## src/rtl/axis_skid_buffer.sv

```systemverilog
`default_nettype none
// ============================================================================
// Module   : axis_skid_buffer
// Brief    : Two-entry (output + skid register) full-throughput stream buffer
//            with a registered upstream ready and a reset-release flop.
// Revision : 1.0 - initial release
// ============================================================================
module axis_skid_buffer #(
  parameter int WIDTH = 65
) (
  input  logic             clk,
  input  logic             rst_n,
  input  logic [WIDTH-1:0] s_data,
  input  logic             s_valid,
  output logic             s_ready,
  output logic [WIDTH-1:0] m_data,
  output logic             m_valid,
  input  logic             m_ready
);

  logic             r_rel;
  logic             r_ready;
  logic [WIDTH-1:0] r_out_data;
  logic             r_out_valid;
  logic [WIDTH-1:0] r_skid_data;
  logic             r_skid_valid;

  logic             w_up_hs;
  logic             w_out_load;
  logic             w_out_valid_nxt;
  logic             w_skid_valid_nxt;

  assign w_up_hs    = s_valid & r_ready;
  // Output register may take a new beat when empty or draining this cycle
  assign w_out_load = ~r_out_valid | m_ready;

  // Occupancy next-state: skid drains first, otherwise incoming beat goes to
  // the output register, or parks in the skid if the output is stalled
  always_comb begin
    w_out_valid_nxt  = r_out_valid;
    w_skid_valid_nxt = r_skid_valid;
    if (w_out_load) begin
      if (r_skid_valid) begin
        w_out_valid_nxt  = 1'b1;
        w_skid_valid_nxt = 1'b0;
      end else begin
        w_out_valid_nxt  = w_up_hs;
      end
    end else if (w_up_hs) begin
      w_skid_valid_nxt = 1'b1;
    end
  end

  // Datapath registers; ready is held low for one cycle after reset release
  always_ff @(posedge clk or negedge rst_n) begin
    if (!rst_n) begin
      r_rel        <= 1'b0;
      r_ready      <= 1'b0;
      r_out_data   <= '0;
      r_out_valid  <= 1'b0;
      r_skid_data  <= '0;
      r_skid_valid <= 1'b0;
    end else begin
      r_rel        <= 1'b1;
      r_ready      <= r_rel & ~w_skid_valid_nxt;
      r_out_valid  <= w_out_valid_nxt;
      r_skid_valid <= w_skid_valid_nxt;
      if (w_out_load && r_skid_valid) begin
        r_out_data <= r_skid_data;
      end else if (w_out_load && w_up_hs) begin
        r_out_data <= s_data;
      end
      if (!w_out_load && w_up_hs) begin
        r_skid_data <= s_data;
      end
    end
  end

  assign s_ready = r_ready;
  assign m_data  = r_out_data;
  assign m_valid = r_out_valid;

endmodule
`default_nettype wire

```

## config.mk

```make
export PLATFORM = sky130hd
export DESIGN_NAME = axis_skid_buffer
export DESIGN_NICKNAME = d
export VERILOG_FILES = /design/src/rtl/axis_skid_buffer.sv
export SDC_FILE = /design/constraint.sdc
export NUM_CORES = 1
export LEC_CHECK = 0
export CAP_MARGIN = 20
export CELL_PAD_IN_SITES_DETAIL_PLACEMENT = 0
export CELL_PAD_IN_SITES_GLOBAL_PLACEMENT = 2
export CORE_UTILIZATION = 36
export DETAILED_ROUTE_END_ITERATION = 8
export MAX_ROUTING_LAYER = met4
export PLACE_DENSITY = 0.81
export SETUP_SLACK_MARGIN = 0.05
export SYNTH_ARGS = -nofsm -noshare
export SYNTH_HDL_FRONTEND = slang
export SYNTH_SLANG_ARGS = --single-unit
```

## constraint.sdc

```tcl
create_clock -name clk -period 1.85 [get_ports clk]
set_clock_uncertainty 0.15 [all_clocks]
set_input_delay 0.2775 -clock clk [delete_from_list [all_inputs] [get_ports clk]]
set_output_delay 0.2775 -clock clk [all_outputs]
set_load 0.01 [all_outputs]
```

# After elaboration in Yosys (flattened, before gate mapping)
# Index checks and enable logic that the tools add are counted.
# word_totals
word_cells	21
regBits	134
# classes
mux	5
reduce_logical	5
bitwise_logic	5
# op_table
cell	count
65-bit 2-to-1 mux	2
1-bit logical AND	3
1-bit 2-to-1 mux	3
1-bit AND	2
1-bit NOT	2
2-bit nonzero test	1
1-bit logical NOT	1
1-bit bitwise OR	1

# Logic depth before layout (Yosys ltp)
# Gate-level depths: netlist of the first run.
# logic_depth
ltp_word	5
ltp_mapped	5
ltp_nobuf	3

# Worst setup path after synthesis of the first run
# No wires, ideal clock.
# synth_timing
path_kind	reg-to-reg
from	register r_out_valid (netlist: m_valid)
to	register r_out_data[10] (netlist: m_data[10])
period_less_slack_ns	1.596
n_path_buf	2
arrival_time_ns	1.321
slack_ns	0.254
stages_incl_launch_ff	6
required_ns	1.575
path_cell_list	dfrtp_1 > nor2b_2 > nor2_1 > buf_4 > buf_6 > mux2_2
# synth_via
elab_chain_cells	4
# synth_rtl
item	line_no	source
start, declared	24	logic r_out_valid;
start signal, assigned	66	r_out_valid <= w_out_valid_nxt;
1-bit NOT (*)	35	assign w_out_load = ~r_out_valid | m_ready;
1-bit bitwise OR (*)	35	
1-bit logical AND (on tied branches)	68, 70	
65-bit 2-to-1 mux / 2-bit nonzero test (equally long branches)	-	
end signal, assigned	69	r_out_data <= r_skid_data;
end signal, assigned	71	r_out_data <= s_data;
end, declared	23	logic [WIDTH-1:0] r_out_data;
# Every way passes the cells marked *; elsewhere a longest branch is shown, timed or not.
# A chain may end at the register's enable or synchronous reset.

# Final worst setup path of the first run
# layout_timing
from	register r_out_data[9] (netlist: m_data[9])
to	output port m_data[9]
# layout_rtl
item	line_no	source
end, declared	16	output logic [WIDTH-1:0] m_data,
# No word-level cell between the ends.

==> results of run 1 <==
final cells by class:
cell class | instances | area, um^2 | share of cell area [%]
Sequential cell | 134 | 3350 | 40.4
Clock buffer | 21 | 460 | 5.55
Tap cell | 216 | 270 | 3.26
Multi-Input combinational cell | 204 | 2490 | 30.0
Timing Repair Buffer | 152 | 1600 | 19.3
Clock inverter | 11 | 126 | 1.52
kinds of logic (layout without fill, tap and decap cells):
kind of cell	after synthesis	count (layout)	share of synthesized area, %
compound gates	1	1	0.145
buf+inv	21	184	3.54
flops	134	134	55.5
mux	195	195	40.1
other cells	1	1	0.0621
simple gates	7	7	0.622
Yosys cell counts:
cell type	number
a21oi_2	1
buf_2	3
buf_4	1
buf_6	17
conb_1	1
dfrtp_1	134
mux2_2	135
mux2_4	60
nand2_1	1
nand2b_1	1
nand3_1	1
nor2_1	2
nor2b_1	1
nor2b_2	1
cell usage in the layout (no fill, tap or decap), drive strengths merged:
cell type	n
clkbuf	21
conb	1
bufinv	2
mux2	195
dfrtp	134
nand2	1
nand2b	1
nor2b	2
nand3	1
nor2	2
clkinv	5
dlygate4sd3	1
a21oi	1
dlymetal6s2s	9
dlygate4sd2	5
buf	17
clkdlybuf4s50	120
clkinvlp	4
routing by layer:
metal  track usage [%]  vias up
li1                  -     1591
met5                 -        -
met2              24.2      104
met4              6.40        0
met1              19.6     1789
met3              5.48       20
repair_timing:
| item | in CTS | in global routing |
|---|---|---|
| hold buffers | 1 | 0 |
| endpoints found under the hold margin | 49 | 0 |
| endpoints found under the setup margin | 5 | 9 |
| resized for setup | 5 | 9 |
final timing paths:
| path | startpoint | to | slack, ps | depth (start not counted) |
|---|---|---|---|---|
| max | m_data[9] | m_data[9] | 100 | 1 |
| min | rst_n | r_skid_data[39] | 230 | 2 |
| max reg2reg | m_valid | m_data[42] | 210 | 4 |
| min reg2reg | r_rel | s_ready | 340 | 1 |
| max in group asynchronous | rst_n | r_skid_data[32] | 690 | 3 |
| min in group clk | r_rel | s_ready | 340 | 1 |
power by group through the flow:
stage               clock network (uW)  logic [uW]  registers [uW]
finish                            3310        2610            4240
global route                      3530        2800            4350
CTS                               3420        2680            4250
detailed placement                   0        2680            4280
global placement                     0        2620            4240
floorplan                            0        1250            4360
sequential cells by signal (all words and copies together), names as in the netlist:
name and flops:
m_data 65, r_skid_data 65, m_valid 1, r_rel 1
r_skid_valid 1, s_ready 1
metrics by stage:
stage,hold slack (ps),area (um^2),total power [uW],utilization (%)
after global routing,295,8300,10700,51.5
after CTS,247,8280,10400,51.4
after floorplan,-168,6040,5610,-
after detailed placement,128,7690,6960,47.7
after global placement,123,7690,6860,47.7
final,235,8300,10200,51.5
==> impl_results.rst, run 1 <==
.. list-table::
   :header-rows: 1

   * - Metric
     - Value
   * - Average detailed-routed wire length per instance
     - 16.9 um
   * - Internal Power
     - between 7000 and 8000 uW
   * - Routability congestion estimate
     - 0.711
   * - Cell types with the largest area share after synthesis
     - dfrtp_1 (56%), mux2_2 (25%), mux2_4 (15%)
   * - Synth top area share
     - 55.5%
   * - Die width
     - 132 um
   * - Worst setup slack before clock tree synthesis
     - -119 ps
   * - Setup repair after global routing missed its margin
     - no
   * - Post-synthesis cell area
     - between 6000 and 7000 um^2
   * - Worst Path Required
     - around 1400 ps
   * - Clock Path Buffers
     - 2
   * - Fill cells
     - 1,383
   * - Count of H-tree levels built during CTS
     - 4
   * - Initial antenna violation count
     - 0
   * - Count of buffers added by post-CTS timing repair for setup
     - 0
   * - Peak clock frequency supported by timing
     - 571 MHz
   * - All-Layer GR Usage
     - 16.0%
   * - Worst slew margin relative to its limit
     - between 60% and 70%
   * - Total I/O pin count
     - 136
   * - Kind of launch point of the worst setup path
     - flop
   * - Gate family responsible for the most delay along the worst path
     - buffers and inverters
   * - Sequential area share after synthesis
     - 55.5%
   * - Synth area leader
     - dfrtp_1
   * - Worst path max stage delay
     - roughly 550 ps
   * - Number of iterations in the first detailed-routing pass
     - 4
   * - Part of the total power dissipated in sequential elements
     - between 40% and 50%
   * - Power dissipated by switching net loads
     - around 2500 uW
   * - Worst-path cell chain
     - clkdlybuf4s50_1
   * - Worst setup margin
     - 99.4 ps
   * - P per Cell Area
     - 1220 nW/um^2
   * - Wirelength, routed
     - 12,500 um
   * - Proportion of power drawn by the clock network
     - 32.6%
   * - Std cell rows
     - 46
   * - Highest fanout seen on the critical path
     - 2
   * - Num Clock Sinks
     - 134
   * - Starting density of the core
     - 37.5%
   * - Min Tclk post-route
     - 1750 ps
   * - Final total negative setup slack
     - 0 ps
   * - Final net count
     - between 500 and 600
   * - Run status
     - completed
   * - Worst IR drop on VDD
     - 688 uV
   * - Number of warnings printed during yosys synthesis
     - 0
   * - Data arrival time at the worst-slack endpoint
     - about 1300 ps
   * - Largest net degree at the start of global routing
     - 55
   * - Later-pin clock latency in the skew report
     - 420 ps
   * - CTS tree
     - built
   * - Synthesized area divided by synthesized cell count
     - 16.8 um^2
   * - Count of endpoints failing hold in the final timing report
     - 0
   * - DRC violation count after routing
     - 0
   * - Power share of the combinational group
     - about a quarter
   * - HPWL Detailed
     - 8300 um
   * - Leakage power of the design
     - around 0.0037 uW
   * - Root buffer selected by CTS
     - clkbuf_16
   * - Number of vias in the routed layout
     - 3,504
   * - Synthesis-stage register bit count
     - 134
   * - Worst path slowest cell
     - clkdlybuf4s50_1
   * - Number of routed nets with antenna violations
     - 0
   * - DR top layer
     - met4
   * - Remaining global-route overflow
     - 0
   * - Placed Instances
     - approximately 710
   * - Final Setup Violations
     - 0
   * - Critical Path End Type
     - output port
   * - Synth unique cells
     - 14
   * - Net Sw Frac
     - 25.0%
   * - Fraction of layout instances using a drive strength above 1
     - 47.3%
   * - Maximum capacitance violations
     - 0
   * - Worst slew pin tran
     - 525 ps
   * - Critical path type
     - reg -> out
   * - Ant diodes
     - 0
   * - Floorplan die area
     - 17,300 um^2
   * - Met2 Wirelength
     - 5810 um
   * - Avg Vias per Cell
     - 4.75
   * - Buffers & Inverters on Critical Path
     - 1
   * - Core box area
     - 16,100 um^2
   * - DRC marker count from the first detailed-route iteration
     - 120
   * - P&R area growth vs syn
     - 37.5%
   * - Syn Nets
     - 428
   * - Worst-path clk slew
     - 60 ps
   * - Hold WC Path Type
     - in -> async
   * - Final cell count without fillers
     - 738
   * - Post-route met1 wirelength
     - around 5700 um
   * - Wire length of the first global-routing pass
     - 20,700 um
   * - Synthesized instance count
     - 359
   * - Die extent in y
     - approximately 130 um
   * - IO Port Bufs
     - 135
   * - Total count of max-transition violations in the final report
     - 0
   * - Routed met3 length
     - about 800 um
   * - Final period util
     - ~95%
   * - Via count of the first global-routing pass
     - between 3k and 4k
   * - Total CTS buffers
     - 17
(Power assumes the default switching activity.)
==> run 2: changes to the inputs <==
--- a/config.mk
+++ b/config.mk
@@ -10,9 +10,11 @@
 export CELL_PAD_IN_SITES_GLOBAL_PLACEMENT = 2
 export CORE_UTILIZATION = 36
 export DETAILED_ROUTE_END_ITERATION = 8
+export GPL_ROUTABILITY_DRIVEN = 0
 export MAX_ROUTING_LAYER = met4
 export PLACE_DENSITY = 0.81
 export SETUP_SLACK_MARGIN = 0.05
+export SKIP_CTS_REPAIR_TIMING = 1
 export SYNTH_ARGS = -nofsm -noshare
 export SYNTH_HDL_FRONTEND = slang
 export SYNTH_SLANG_ARGS = --single-unit
==> impl_results.rst, run 2 (synthesis gave the netlist of run 1 again) <==
.. list-table::
   :header-rows: 1

   * - Metric
     - Value
   * - Leakage power of the design
     - about 0.0037 uW
   * - Fraction of layout instances using a drive strength above 1
     - 47.3%
   * - Worst-path cell chain
     - clkdlybuf4s50_1
   * - Later-pin clock latency in the skew report
     - 420 ps
   * - Commonest cells after routing, fill and taps aside
     - mux2_2 (135), dfrtp_1 (133), clkdlybuf4s50_1 (120)
   * - Total I/O pin count
     - 136
   * - Count of H-tree levels built during CTS
     - 4
   * - Core box area
     - 16,100 um^2
   * - Via count of the first global-routing pass
     - between 3k and 4k
   * - P&R area growth vs syn
     - 37.8%
   * - P per Cell Area
     - 1220 nW/um^2
   * - Fill cells
     - 1,382
   * - Post-layout utilization of the core
     - 51.6%
   * - Final cell count without fillers
     - approximately 740
   * - Wire length of the first global-routing pass
     - 20,700 um
   * - Highest fanout seen on the critical path
     - 2
   * - Num Clock Sinks
     - ~130
   * - Total CTS buffers
     - 17
   * - Buffers & Inverters on Critical Path
     - 1
   * - Ant diodes
     - 0
   * - Setup repair after global routing missed its margin
     - no
   * - Root buffer selected by CTS
     - clkbuf_16
   * - Final period util
     - 94.7%
   * - Initial antenna violation count
     - 0
   * - Die width
     - 132 um
   * - Worst setup margin
     - 98.2 ps
   * - Maximum capacitance violations
     - 0
   * - Std cell rows
     - 46
   * - Count of endpoints failing hold in the final timing report
     - 0
   * - Worst-path clk slew
     - around 60 ps
   * - Worst path slowest cell
     - clkdlybuf4s50_1
   * - Min Tclk post-route
     - approximately 1800 ps
   * - Length in cells of the worst reg-to-reg path
     - 4
   * - Remaining global-route overflow
     - 0
   * - Worst path max stage delay
     - approximately 550 ps
   * - IO Port Bufs
     - 135
   * - Hold WC Path Type
     - in -> async
   * - Number of iterations in the first detailed-routing pass
     - 4
   * - Kind of launch point of the worst setup path
     - flop
   * - Total area of multi-input combinational cells
     - 2490 um^2
   * - Start of the worst register-to-register path
     - m_valid
   * - Worst IR drop on VDD
     - 688 uV
   * - Peak clock frequency supported by timing
     - 571 MHz
   * - Total count of max-transition violations in the final report
     - 0
   * - Worst Path Required
     - 1420 ps
   * - DRC marker count from the first detailed-route iteration
     - 120
   * - Final Setup Violations
     - 0
   * - All-Layer GR Usage
     - 16.0%
   * - Starting density of the core
     - between 30% and 40%
   * - Worst setup slack before clock tree synthesis
     - -119 ps
   * - DRC violation count after routing
     - 0
   * - Gate family responsible for the most delay along the worst path
     - buffers and inverters
   * - CTS tree
     - built
   * - Final total negative setup slack
     - 0 ps
   * - Sequential cell area
     - 3350 um^2
   * - Critical Path End Type
     - output port
   * - Clock Path Buffers
     - 2
   * - Final net count
     - slightly below 600
   * - Worst slew margin relative to its limit
     - 65.3%
   * - HPWL Detailed
     - 8300 um
   * - Average detailed-routed wire length per instance
     - ~17 um
   * - Most common cell after layout, fill and taps aside
     - mux2_2
   * - Number of routed nets with antenna violations
     - 0
   * - Wirelength, routed
     - 12,500 um
   * - Avg Vias per Cell
     - 4.73
   * - R2r setup slk
     - 220 ps
   * - Placed Instances
     - 705
   * - Run status
     - completed
   * - Floorplan die area
     - approximately 17,000 um^2
   * - Number of vias in the routed layout
     - 3,494
   * - Critical path type
     - reg -> out
   * - Worst R2R End
     - m_data[42]
   * - Data arrival time at the worst-slack endpoint
     - ~1300 ps
   * - Largest net degree at the start of global routing
     - 55
   * - Die extent in y
     - 132 um
   * - Worst slew pin tran
     - 520 ps
## run 2: final cells by class
cell class                 instances  share of cell area [%]
timing repair buffer             152                    19.4
clock inverter                    11                    1.52
multi-input combinational        204                    29.9
clock buffer                      21                    5.53
sequential                       134                    40.3
tap                              216                    3.25
## run 2: report_power, final
group	total, uW	internal [uW]	switching (uW)
sequential	4240	3780	456
combinational	2620	1790	829
clock	3310	2050	1260
total	10200	7630	2540
## run 2: worst max-delay path by stage
stage	from	slack, ps	cells past startpoint	endpoint
detailed placement	s_valid	-120	5	m_data[42]
global route	m_data[45]	50	1	m_data[45]
CTS	s_ready	-40	1	s_ready
global placement	s_valid	-80	5	m_data[39]
finish	m_data[9]	100	1	m_data[9]
floorplan	m_valid	250	5	m_data[10]
## run 2: layer usage
| layer | routed length (um) | GRT usage [%] | share of wire (%) |
|---|---|---|---|
| met5 | 0 | - | 0 |
| met1 | 5670 | 19.7 | 45 |
| met3 | 802 | 5.52 | 6.4 |
| met4 | 199 | 6.40 | 1.6 |
| met2 | 5820 | 24.2 | 47 |
## run 2: metrics by stage
step / total power [uW] / instance area (um^2) / hold WS [ps]
CTS: 10400 / 8280 / -337
global placement: 6860 / 7690 / 123
global route: 10700 / 8320 / 295
detailed placement: 6960 / 7690 / 128
floorplan: 5610 / 6040 / -168
finish: 10200 / 8320 / 234
